### config.mk
export PLATFORM = sky130hd
export DESIGN_NAME = reducao_acumulada
export DESIGN_NICKNAME = d
export VERILOG_FILES = /design/src/rtl/reducao_acumulada.sv
export SDC_FILE = /design/constraint.sdc
export NUM_CORES = 1
export LEC_CHECK = 0
export CAP_MARGIN = 20
export CORE_MARGIN = 2
export CORE_UTILIZATION = 45
export DETAILED_ROUTE_END_ITERATION = 10
export PLACE_DENSITY_LB_ADDON = 0.05
export SYNTH_ARGS = -nofsm -noshare
export SYNTH_HDL_FRONTEND = slang
export SYNTH_SLANG_ARGS = --single-unit
### constraint.sdc
create_clock -name clk_i -period 2.21 [get_ports clk_i]
set_clock_uncertainty 0.2 [all_clocks]
set_input_delay 0.5525 -clock clk_i [delete_from_list [all_inputs] [get_ports clk_i]]
set_output_delay 0.5525 -clock clk_i [all_outputs]
set_load 0.01 [all_outputs]
### src/rtl/reducao_acumulada.sv
// reducao_acumulada: frame-wide streaming reduction producing scalar AND/NAND/OR/NOR/XOR/XNOR
// and per-column AND/OR/XOR over up to DEPTH words.
module reducao_acumulada #(
    parameter int WIDTH = 8,
    parameter int DEPTH = 4,
    parameter int CW    = $clog2(DEPTH + 1)
) (
    input  logic             clk_i,
    input  logic             rst_ni,
    input  logic             clear_i,
    input  logic             in_valid_i,
    output logic             in_ready_o,
    input  logic [WIDTH-1:0] in_data_i,
    input  logic             in_last_i,
    output logic             out_valid_o,
    input  logic             out_ready_i,
    output logic [5:0]       s_red_o,
    output logic [WIDTH-1:0] col_and_o,
    output logic [WIDTH-1:0] col_or_o,
    output logic [WIDTH-1:0] col_xor_o,
    output logic [CW-1:0]    count_o
);
    typedef enum logic [1:0] {IDLE, ACC, DONE} state_t;

    state_t           state_q;
    logic [WIDTH-1:0] and_q, or_q, xor_q;
    logic [CW-1:0]    cnt_q, cnt_d;
    logic             beat, close, r_and, r_or, r_xor;

    // the word count a beat would produce decides whether it closes the frame
    always_comb begin
        beat  = in_valid_i && in_ready_o;
        cnt_d = (state_q == IDLE) ? CW'(1) : cnt_q + CW'(1);
        close = in_last_i || (cnt_d == CW'(DEPTH));
        r_and = &and_q;
        r_or  = |or_q;
        r_xor = ^xor_q;
    end

    always_ff @(posedge clk_i or negedge rst_ni) begin
        if (!rst_ni) begin
            state_q <= IDLE;
            and_q   <= '0;
            or_q    <= '0;
            xor_q   <= '0;
            cnt_q   <= '0;
        end else if (clear_i) begin
            state_q <= IDLE;
            and_q   <= '0;
            or_q    <= '0;
            xor_q   <= '0;
            cnt_q   <= '0;
        end else begin
            case (state_q)
                IDLE, ACC: if (beat) begin
                    and_q   <= (state_q == IDLE) ? in_data_i : and_q & in_data_i;
                    or_q    <= (state_q == IDLE) ? in_data_i : or_q | in_data_i;
                    xor_q   <= (state_q == IDLE) ? in_data_i : xor_q ^ in_data_i;
                    cnt_q   <= cnt_d;
                    state_q <= close ? DONE : ACC;
                end
                DONE: if (out_ready_i) state_q <= IDLE;
                default: state_q <= IDLE;
            endcase
        end
    end

    assign in_ready_o  = (state_q != DONE);
    assign out_valid_o = (state_q == DONE);
    assign s_red_o     = {~r_xor, r_xor, ~r_or, r_or, ~r_and, r_and};
    assign col_and_o   = and_q;
    assign col_or_o    = or_q;
    assign col_xor_o   = xor_q;
    assign count_o     = cnt_q;
endmodule

==> metrics.csv, run 1 <==
stage,metric,value,unit
placed_design,gp weighted congestion,0.751,
cts,Skew-Pair Late Insertion Delay,330,ps
floorplanning,die area,3940,µm²
worst_setup_path,CP startpoint kind,flop,
floorplanning,Die Y,62.7,µm
floorplanning,Die X-Extent,62.7,µm
grt,vias in the first global route,1385,
pwr,Cell Pwr Density,613,nW/µm²
sta,fmax,438,MHz
floorplanning,# IOs,49,
worst_setup_path,critical-path cell list,xnor2_2 > xnor2_2 > buf_4 > xor2_1 > buf_2,
run_status,failing checks,negative setup slack,
sta,Final Slew Violations,0,
sta,Period minus WS final,2280,ps
layout,Post-Layout Cell Count,292,
placed_design,HPWL Detailed,2710,µm
grt,GR Util met3,6.49,%
layout,Area Growth Syn to Fin,54.7,%
synthesis,Post-synth EDFFs,0,
grt,M1 GR Usage,27.6,%
synthesis,yosys warns,0,
placed_design,placed cell count,269,
synthesis,Syn Inst Count,167,
grt,"Most Used Layer, Global Route",met2,
synthesis,Mapped Area,1550,µm²
cts,CTS buffer count,5,
worst_hold_path,Hold Path Stages,2,
worst_hold_path,hold path startpoint,count_o[1]$_DFFE_PN0P_,
synthesis,Yosys top cell by area,dfrtp_1,
worst_setup_path,Worst EP required,1460,ps
synthesis,area fraction of the dominant cell type after synthesis,46.7,%
cts,clk buf depth,2,
synthesis,most instantiated cells after synthesis,"dfrtp_1 (29), nor2_1 (25), a21oi_1 (11), nand2_1 (11), nor2b_1 (10)",
grt,grt total ovfl,0,
routing,Total Routed Length,3950,µm
synthesis,Area contributors post-synth,"dfrtp_1 (47%), a22oi_2 (6.4%), nor2_1 (6.0%)",
worst_setup_path,"slowest stage cell, crit path",dfrtp_1,
sta,final hold slack,358,ps
worst_hold_path,Hold Path End,count_o[1]$_DFFE_PN0P_,
grt,grt met2 use,33.2,%
worst_setup_path,CP most frequent cell,xnor2_2,
cts,Worst-path clk slew,90,ps
routing,DRT antenna net count,0,
pwr,static leakage,1.11,nW
job,MaxCap Viol Count,0,
synthesis,count of different cell masters after synthesis,29,
layout,layout cell share with drive strength beyond 1,26.8,%
sta,Worst Tran Pin Value,402,ps
worst_setup_path,worst path arrival time,1530,ps
routing,WL/cell,13.5,µm
placed_design,IO Port Bufs,48,
grt,global-route wire length before repair,6510,µm
sta,RSZ-0062 raised after global routing,true,
worst_setup_path,critical path class,flop to primary output,
sta,Final Hold Viols,0,
routing,first-pass detailed-route iteration total,4,
floorplanning,floorplan core area,3340,µm²
sta,setup TNS,-130,ps
synthesis,Syn Nets,182,
synthesis,sequential element share of the synthesized area,46.7,%
grt,GR Util All Layers,21.3,%
floorplanning,initial core utilization,46.5,%
sta,count of final setup violators,2,
layout,Filler cells,259,
synthesis,Seq cells post-synth,29,
sta,final period utilization,103,%
worst_setup_path,FF-to-FF path depth,4,
pwr,"IR drop worst, VDD",0.442,mV
layout,nets@finish,260,
worst_setup_path,max incr delay on CP,410,ps
cts,CTS Hold Bufs,0,
cts,H-Tree Depth,2,
worst_setup_path,Reg-to-Reg End,col_or_o[0]$_DFFE_PN0P_,
cts,TritonCTS Sinks,29,
sta,max_slew headroom,73.2,%
routing,drt drc,0,
layout,Antenna Cells,0,
sta,Final WS setup,-73.7,ps
synthesis,synthesized area per cell,9.30,µm²
synthesis,top_reg_cell synth,dfrtp_1,
worst_setup_path,"setup slack, reg-to-reg",500,ps
synthesis,most numerous cell in the Yosys netlist,dfrtp_1,
worst_setup_path,Crit. End Element,primary output,
grt,initial antenna violation count,0,
placed_design,dpl ws,-88.2,ps
routing,Via density,5.07,
floorplanning,Site Rows,21,
cts,Clock Tree Root,clkbuf_4,
routing,Initial DRC Count,78,
worst_hold_path,hold crit path type,flop to flop,
cts,CTS tree,built,
pwr,Pwr Total,1.47,mW
synthesis,Async SR Flop Fraction,100,%
grt,pin count of the biggest net entering global routing,30,
worst_setup_path,R2R Path Start,state_q[0]$_DFFE_PN0P_,
run_status,status,"complete, but fails checks",
routing,vias post-DR,1481,
worst_setup_path,CP max FO,2,
area by class of cell:
class | instances | area (µm²) | area share [%]
multi-input cells | 120 | 774 | 32.2
clock inverters | 1 | 30.0 | 1.25
repair buffers | 85 | 744 | 31.0
clock buffers | 7 | 55.1 | 2.29
well taps | 46 | 57.6 | 2.40
flip-flops and latches | 29 | 726 | 30.2
inverters | 4 | 15.0 | 0.625
through the flow:
stage / util [%] / area (µm²)
after floorplan: - / 1550
after global placement: 64.7 / 2160
after detailed placement: 64.7 / 2160
after CTS: 70.2 / 2340
after global routing: 72.0 / 2400
final: 72.0 / 2400
worst max path at each step:
stage | start | to
floorplan | col_xor_o[2]$_DFFE_PN0P_ | s_red_o[4]
global placement | col_xor_o[2]$_DFFE_PN0P_ | s_red_o[4]
detailed placement | col_xor_o[3]$_DFFE_PN0P_ | s_red_o[4]
CTS | col_xor_o[3]$_DFFE_PN0P_ | s_red_o[4]
global route | col_xor_o[2]$_DFFE_PN0P_ | s_red_o[4]
finish | col_xor_o[4]$_DFFE_PN0P_ | s_red_o[4]
cell usage in the layout, fill, tap and decap left out, drive strengths merged, types with 2 or more instances in the layout:
cell type | synthesis | final
buf | 10 | 40
clkdlybuf4s50 | 0 | 39
dfrtp | 29 | 29
nor2 | 25 | 25
nand2 | 11 | 11
a21oi | 11 | 11
nor2b | 10 | 10
o21ai | 9 | 9
nand3 | 9 | 9
a22oi | 8 | 8
nor3 | 8 | 8
xnor2 | 8 | 8
clkbuf | 4 | 8
nand2b | 4 | 4
inv | 4 | 4
dlymetal6s2s | 0 | 3
nand4 | 2 | 2
or3b | 2 | 2
o311ai | 2 | 2
nor4 | 2 | 2
critical path: cells and delay by family (launching register included):
family                    cells  cell delay [ps]
DFF                           1              410
buffers and inverters         2              290
xor gates and xnor gates      3              500
layer usage:
| layer | vias up | share of wire (%) |
|---|---|---|
| li1 | 724 | - |
| met4 | 0 | 2.4 |
| met2 | 35 | 48 |
| met1 | 714 | 45 |
| met3 | 8 | 4.2 |
| met5 | - | 0 |
power breakdown:
part           internal, mW  switching, mW  leakage [nW]  total, mW
logic                 0.237          0.193         0.674      0.430
clock network         0.270          0.185        0.0455      0.455
registers             0.563         0.0250         0.387      0.588
sequential cells by signal, indices dropped and copies added, names as in the netlist:
name       cells
col_xor_o      8
col_and_o      8
col_or_o       8
state_q        2
count_o        3
cells by family after synthesis:
group | count (synthesis) | share of synthesized area, %
AO/OA/AOI/OAI | 33 | 15.4
adder cells (fa/ha/maj) | 1 | 0.806
flip-flops | 29 | 46.7
buffers and inverters | 18 | 7.17
XOR/XNOR | 9 | 5.08
AND/OR/NAND/NOR | 77 | 24.8
repair_timing:
| action | CTS | global route |
|---|---|---|
| buffers inserted | 13 | 2 |
| gates resized for setup | 14 | 15 |
| cloned | 0 | 0 |
| endpoints found under the hold margin | 0 | 0 |
| setup endpoints to repair | 6 | 7 |
| pin swaps | 5 | 3 |
(Power assumes the default switching activity.)
==> inputs of run 2 (changes only) <==
Settings changed: CELL_PAD_IN_SITES_DETAIL_PLACEMENT set to 0, CELL_PAD_IN_SITES_GLOBAL_PLACEMENT set to 1, CORE_UTILIZATION 45 to 34.
==> metrics.csv, run 2 (synthesized netlist as in run 1, its figures left out) <==
stage,metric,value,unit
run_status,status,"complete, no violations",
sta,Period minus WS final,2170,ps
floorplanning,Site Rows,24,
routing,WL/cell,14.3,µm
cts,clk buf depth,2,
job,MaxCap Viol Count,0,
cts,Clock Tree Root,clkbuf_8,
worst_setup_path,critical-path cell list,xnor2_2 > xnor2_1 > buf_4 > xor2_1 > buf_2,
floorplanning,Die X-Extent,71.6,µm
grt,GR Util All Layers,17.9,%
worst_setup_path,Crit. End Element,primary output,
sta,fmax,462,MHz
grt,grt total ovfl,0,
pwr,static leakage,1.04,nW
sta,final period utilization,98.0,%
sta,Final Hold Viols,0,
grt,initial antenna violation count,0,
pwr,Psw,0.405,mW
cts,CTS buffer count,5,
routing,Total Routed Length,4180,µm
pwr,Int Power,1.03,mW
sta,final hold slack,360,ps
floorplanning,Die Y,71.6,µm
cts,CTS tree,built,
cts,Skew-Pair Late Insertion Delay,280,ps
cts,TritonCTS Sinks,29,
layout,Antenna Cells,0,
sta,setup TNS,0,ps
worst_setup_path,worst path arrival time,1410,ps
floorplanning,floorplan core area,4380,µm²
worst_setup_path,critical path class,flop to primary output,
placed_design,gp weighted congestion,0.787,
worst_hold_path,hold crit path type,flop to flop,
floorplanning,initial core utilization,35.4,%
cts,Worst-path clk slew,60,ps
grt,vias in the first global route,1450,
layout,Area Growth Syn to Fin,52.1,%
floorplanning,# IOs,49,
worst_setup_path,"slowest stage cell, crit path",dfrtp_1,
grt,global-route wire length before repair,7040,µm
sta,max_slew headroom,74.3,%
placed_design,HPWL Detailed,3070,µm
routing,Via density,4.92,
routing,vias post-DR,1436,
routing,first-pass detailed-route iteration total,4,
pwr,Clk pwr share,30.9,%
layout,"most common cell after layout, fill and taps aside",clkdlybuf4s50_1,
routing,drt drc,0,
sta,RSZ-0062 raised after global routing,true,
pwr,part of the power in registers,41.2,%
sta,Final Slew Violations,0,
layout,nets@finish,255,
routing,Initial DRC Count,113,
pwr,"IR drop worst, VDD",0.299,mV
placed_design,IO Port Bufs,48,
pwr,Cell Pwr Density,606,nW/µm²
layout,layout cell share with drive strength beyond 1,23.3,%
worst_setup_path,max incr delay on CP,410,ps
pwr,Pwr Total,1.43,mW
worst_setup_path,Worst EP required,1460,ps
cts,H-Tree Depth,2,
layout,most frequent cells in the layout,"clkdlybuf4s50_1 (41), buf_4 (31), dfrtp_1 (29)",
routing,DRT antenna net count,0,
sta,count of final setup violators,0,
worst_setup_path,CP startpoint kind,flop,
cts,CTS Hold Bufs,0,
worst_setup_path,CP max FO,2,
grt,pin count of the biggest net entering global routing,30,
pwr,Comb power frac,27.9,%
worst_setup_path,Top delay family on crit path,XOR/XNOR gates,
floorplanning,die area,5120,µm²
sta,Worst Tran Pin Value,385,ps
pwr,Net Sw Frac,28.3,%
worst_setup_path,Buf/Inv on CP,2,
-- run 2: cell types whose count changed in the layout (fill, tap and decap cells not counted), sizes merged --
| cell | previous run | this run |
|---|---|---|
| buf | 40 | 34 |
| bufinv | 1 | 0 |
| dlymetal6s2s | 3 | 1 |
| clkdlybuf4s50 | 39 | 41 |
| dlygate4sd2 | 1 | 2 |
-- run 2: per-stage QoR --
step	std cells	worst slack (ps)	util (%)	area (µm²)
2_1_floorplan	167	349	-	1550
3_3_place_gp	278	-50.5	50.2	2200
3_5_place_dp	278	-98.0	50.2	2200
4_1_cts	291	10.7	53.4	2340
5_1_grt	292	-75.9	53.9	2360
6_report	292	43.4	53.9	2360
-- run 2: timing repair --
item,in CTS,in global routing
setup buffers,6,1
gates resized for setup,15,6
pin swaps,3,6
setup endpoints to repair,6,4
-- run 2: path summary, 6_finish.rpt --
check	startpoint	end	slack (ps)	cells past startpoint
setup reg to reg	count_o[0]$_DFFE_PN0P_	state_q[1]$_DFFE_PN0P_	500	4
min in group asynchronous	rst_ni	col_xor_o[6]$_DFFE_PN0P_	470	2
setup / recovery	col_xor_o[3]$_DFFE_PN0P_	s_red_o[4]	40	5
max in group asynchronous	rst_ni	state_q[1]$_DFFE_PN0P_	1060	2
hold / removal	count_o[1]$_DFFE_PN0P_	count_o[1]$_DFFE_PN0P_	360	2
hold reg to reg	count_o[1]$_DFFE_PN0P_	count_o[1]$_DFFE_PN0P_	360	2
-- run 2: area by class of cell --
| cell class | count | area, µm² |
|---|---|---|
| inverters | 4 | 15.0 |
| repair buffers | 80 | 718 |
| flip-flops and latches | 29 | 726 |
| clock buffers | 7 | 86.3 |
| multi-input cells | 120 | 751 |
| well taps | 52 | 65.1 |
| fillers | 403 | 2020 |
-- run 2: power groups by stage --
| stage | sequential [mW] | clock, mW | combinational, mW |
|---|---|---|---|
| after detailed placement | 0.598 | 0 | 0.395 |
| after floorplan | 0.616 | 0 | 0.174 |
| after CTS | 0.589 | 0.454 | 0.402 |
| final | 0.590 | 0.443 | 0.399 |
| after global routing | 0.594 | 0.481 | 0.438 |
| after global placement | 0.596 | 0 | 0.388 |
-- run 2: worst reg2reg max path, cell delays in order (launching register included) --
cell and delay (ps):
dfrtp_1 420, ha_1 320, nand2b_1 160, o311ai_0 380, and2_1 180
-- run 2: routing by layer --
metal	wire length (µm)	part of all wire (%)	track usage (%)	vias up
li1	-	-	-	714
met1	1860	45	23.0	681
met2	2030	49	29.6	36
met3	232	5.6	3.80	5
met4	51	1.2	6.92	0
met5	0	0	0	-
